<file path="src/rtl/ht_sort_engine.sv">
// rtl/ht_sort_engine.sv - capture N elements and sort them by odd-even transposition (HT_SIGNED_EN selects signed compare)
module ht_sort_engine #(
  parameter int N = 8,
  parameter int W = 8
) (
  input  logic           clk,
  input  logic           rst,
  input  logic           start,
  input  logic           descend,
  input  logic [N*W-1:0] in_data,
  output logic [N*W-1:0] out_data,
  output logic           out_valid,
  output logic           busy,
  output logic           over
);

  // Pass counter must be able to hold N-1 without wrapping.
  localparam int PW = $clog2(N + 1);

  typedef enum logic [1:0] {
    S_IDLE,
    S_SORT,
    S_DONE
  } state_t;

  state_t          state_q;
  logic [W-1:0]    elem_q [N];
  logic [W-1:0]    elem_d [N];
  logic [PW-1:0]   pass_q;
  logic            descend_q;
  logic            out_valid_q;
  logic            busy_q;
  logic            over_q;

  // Strict greater-than; the only place the signedness option matters.
  function automatic logic greater(input logic [W-1:0] a, input logic [W-1:0] b);
`ifdef HT_SIGNED_EN
    return $signed(a) > $signed(b);
`else
    return a > b;
`endif
  endfunction

  // One compare-exchange phase: even passes pair (0,1),(2,3)..., odd passes pair (1,2),(3,4)...
  // Pairs within a phase are disjoint, so every swap reads only elem_q.
  // Strict compare keeps equal elements in place, which makes the sort stable.
  always_comb begin
    for (int k = 0; k < N; k++) begin
      elem_d[k] = elem_q[k];
    end
    for (int i = 0; i < N - 1; i++) begin
      if (((i % 2) == 1) == pass_q[0]) begin
        if (descend_q ? greater(elem_q[i+1], elem_q[i]) : greater(elem_q[i], elem_q[i+1])) begin
          elem_d[i]   = elem_q[i+1];
          elem_d[i+1] = elem_q[i];
        end
      end
    end
  end

  // Control FSM and all registered outputs; start is only honoured in IDLE (DONE counts as busy).
  always_ff @(posedge clk) begin
    if (rst) begin
      state_q     <= S_IDLE;
      pass_q      <= '0;
      descend_q   <= 1'b0;
      out_valid_q <= 1'b0;
      busy_q      <= 1'b0;
      over_q      <= 1'b0;
      for (int k = 0; k < N; k++) begin
        elem_q[k] <= '0;
      end
    end else begin
      case (state_q)
        S_IDLE: begin
          over_q <= 1'b0;
          if (start) begin
            for (int k = 0; k < N; k++) begin
              elem_q[k] <= in_data[k*W +: W];
            end
            descend_q   <= descend;
            pass_q      <= '0;
            busy_q      <= 1'b1;
            out_valid_q <= 1'b0;
            state_q     <= S_SORT;
          end
        end
        S_SORT: begin
          for (int k = 0; k < N; k++) begin
            elem_q[k] <= elem_d[k];
          end
          if (pass_q == PW'(N - 1)) begin
            state_q     <= S_DONE;
            over_q      <= 1'b1;
            out_valid_q <= 1'b1;
            busy_q      <= 1'b0;
          end else begin
            pass_q <= pass_q + 1'b1;
          end
        end
        S_DONE: begin
          over_q  <= 1'b0;
          state_q <= S_IDLE;
        end
        default: begin
          state_q <= S_IDLE;
          busy_q  <= 1'b0;
          over_q  <= 1'b0;
        end
      endcase
    end
  end

  // The output array is the working register set itself; it stays put between over and the next start.
  always_comb begin
    out_data = '0;
    for (int k = 0; k < N; k++) begin
      out_data[k*W +: W] = elem_q[k];
    end
  end

  assign out_valid = out_valid_q;
  assign busy      = busy_q;
  assign over      = over_q;

endmodule

</file>
<file path="config.mk">
export PLATFORM = sky130hd
export DESIGN_NAME = ht_sort_engine
export DESIGN_NICKNAME = d
export VERILOG_FILES = /design/src/rtl/ht_sort_engine.sv
export SDC_FILE = /design/constraint.sdc
export NUM_CORES = 1
export LEC_CHECK = 0
export CAP_MARGIN = 30
export CORE_UTILIZATION = 51
export CTS_BUF_LIST = sky130_fd_sc_hd__clkbuf_4 sky130_fd_sc_hd__clkbuf_8 sky130_fd_sc_hd__clkbuf_16
export DETAILED_ROUTE_END_ITERATION = 10
export PLACE_DENSITY = 0.82
export SYNTH_ARGS = -nofsm -noshare
export SYNTH_HDL_FRONTEND = slang
export SYNTH_SLANG_ARGS = --single-unit
</file>
<file path="constraint.sdc">
create_clock -name clk -period 3.24 [get_ports clk]
set_input_delay 0.81 -clock clk [delete_from_list [all_inputs] [get_ports clk]]
set_output_delay 0.81 -clock clk [all_outputs]
set_load 0.02 [all_outputs]
</file>
==> metrics.cfg <==
[run_status]
outcome=complete, no violations

[worst_setup_path]
cp.arrival_ps=3040
end_kind=flop
critPathLaunchType=flop
crit_required_ps=3330
worst-path-max-fanout=17
critPathKind=reg -> reg

[place]
dp_hpwl_um=11900
io_buffers=134
dp.cells=803
gp_congestion=0.886

[cells_and_area]
final_common_cell=clkdlybuf4s50_1
diodes=0
num-fill-cells=776
final_nets=804
instances_no_fill=820
final_cell_mix=clkdlybuf4s50_1, edfxtp_1, inv_1
syn_to_final_growth_pct=31.7
utilization=0.691
drive_gt1_frac=0.0687

[synthesis]
synth_seq_area_share=0.391
ys_seq_elements=74
ys_types=53
synthArstFlopShare=0
syn-mean-instance-area_um2=10.1
synth_top_area_cell=edfxtp_1
synth_area_leaders=edfxtp_1, ha_1, mux2i_1, a32oi_1, inv_1
synth_top_area_frac=0.354
ys_warn_count=0
synth_fp_nets=662
synth_ff_type=edfxtp_1
synth.cell_area_um2=5420
syn-instance-count=537
synth_edf_count=64

[die]
die_h_um=105
dieArea_um2=11000
die_w_um=105
fp-row-count=37
ios=135
core_region_area_um2=10300
initial_core_util=0.525

[timing]
tightest_slew_ps=808
min_period_over_period=0.910
holdWs_ps=465
finalHoldViolations=0
tns_ps=0
fmax_mhz=339
fin_crit_ps=2950
slew_violations=0
worst_clock_skew_ps=17.1
grt_setup_unrepaired=false
relSlewSlack=0.462
setup_viol=0

[clocking]
clk_pin_slew_worst_paths_ps=80
numCtsBuffers=9
cts_tree=built
post_cts_buffers=0
cts_htree_levels=3
clockBufferDepth=2
clkLatencyLatePin_ps=350
ctsHoldBuffers=0
clockRootBuffer=clkbuf_8
cts_resized=0
cts.sink_count=74

[global_route]
antenna_found_initial=0
grt-busiest-layer=met2
grt_util_met1=0.382
grt_pass1_vias=4866
grt_max_degree=35
gr-usage-met2=0.476
gr-usage-all-layers=0.290
grt_pass1_wl_um=25100
grt.overflow.total=0
gr-usage-met3=0.0524

[power]
cellPowerDensity_nw_per_um2=472
ir_worst_vdd_uv=250
leakage_nw=2.84

[route]
drt_iter0_drc=315
wl_per_cell_um=19.4
detail_route.vias_per_cell=6.21
vias=5095
firstDrtPassIters=4
drcViolationCount=0
ant_nets=0
routed_wl_um=15900

[run]
cap_violations=0

[hold_path]
hold_class=reg -> reg

-- synthesized netlist by cell type (7+ instances only) --
cell type,count
dfxtp_1,10
mux2i_1,49
edfxtp_1,64
a22o_1,16
a21oi_1,30
a221o_1,8
o21ai_0,36
nor2_1,21
ha_1,57
nor3_1,9
a22oi_1,9
clkbuf_1,9
nand2_1,24
and4_1,7
inv_1,63
o21ai_1,15
a32oi_1,32
-- flip-flops by register name, indices dropped and copies added, names as in the netlist --
signal / cells
pass_q: 4
over: 1
out_valid: 1
busy: 1
elem_q: 64
state_q: 2
descend_q: 1
-- report_power, final --
part           switching [mW]  total, mW  internal (mW)
Sequential              0.177       1.34           1.17
Clock                   0.349      0.708          0.359
Combinational           0.701       1.31          0.614
-- critical path: stages, from the launching register on --
cell and delay (ps):
edfxtp_1 520, ha_1 380, a21oi_1 150, o21ai_0 160
a211oi_1 270, or3_1 600, or2_0 480, o21ai_1 140
-- kinds of logic after synthesis --
group | synth area share
and+or+nand+nor | 0.0981
xor gates and xnor gates | 0.00162
buffers and inverters | 0.0720
DFF | 0.391
adders and majority gates | 0.132
muxes | 0.0946
AOI/OAI and AO/OA | 0.211
-- per-layer routing --
| layer | wire length (µm) | up-vias |
|---|---|---|
| li1 | - | 2337 |
| met1 | 6510 | 2429 |
| met2 | 7560 | 291 |
| met3 | 1360 | 38 |
| met4 | 441 | 0 |
| met5 | 0 | - |
-- worst paths after layout --
kind                                from                          end  slack (ps)  cells after the start
max          elem_q[0][27]$_SDFFCE_PN0P_  elem_q[0][27]$_SDFFCE_PN0P_         290                      7
min               out_valid$_SDFFE_PP0P_       out_valid$_SDFFE_PP0P_         470                      1
max reg2reg  elem_q[0][27]$_SDFFCE_PN0P_  elem_q[0][27]$_SDFFCE_PN0P_         290                      7
min reg2reg       out_valid$_SDFFE_PP0P_       out_valid$_SDFFE_PP0P_         470                      1
-- layout make-up --
cell class / instances / area [µm²] / share of cell area
tap: 136 / 170 / 0.0238
inverter: 63 / 236 / 0.0331
clock inverter: 6 / 57.6 / 0.00806
multi-input combinational: 375 / 2910 / 0.408
sequential: 74 / 2120 / 0.297
clock buffer: 10 / 131 / 0.0184
timing repair buffer: 156 / 1510 / 0.211
-- per-stage QoR --
stage / setup slack (ps) / cell area (µm²) / total power [mW]
floorplan: 729 / 5420 / 2.14
global placement: 422 / 6940 / 2.59
finish: 292 / 7140 / 3.37
global route: 50.5 / 7140 / 3.54
detailed placement: 348 / 6940 / 2.66
CTS: 329 / 7130 / 3.36
No activity file was read; power rests on OpenSTA's default activity.
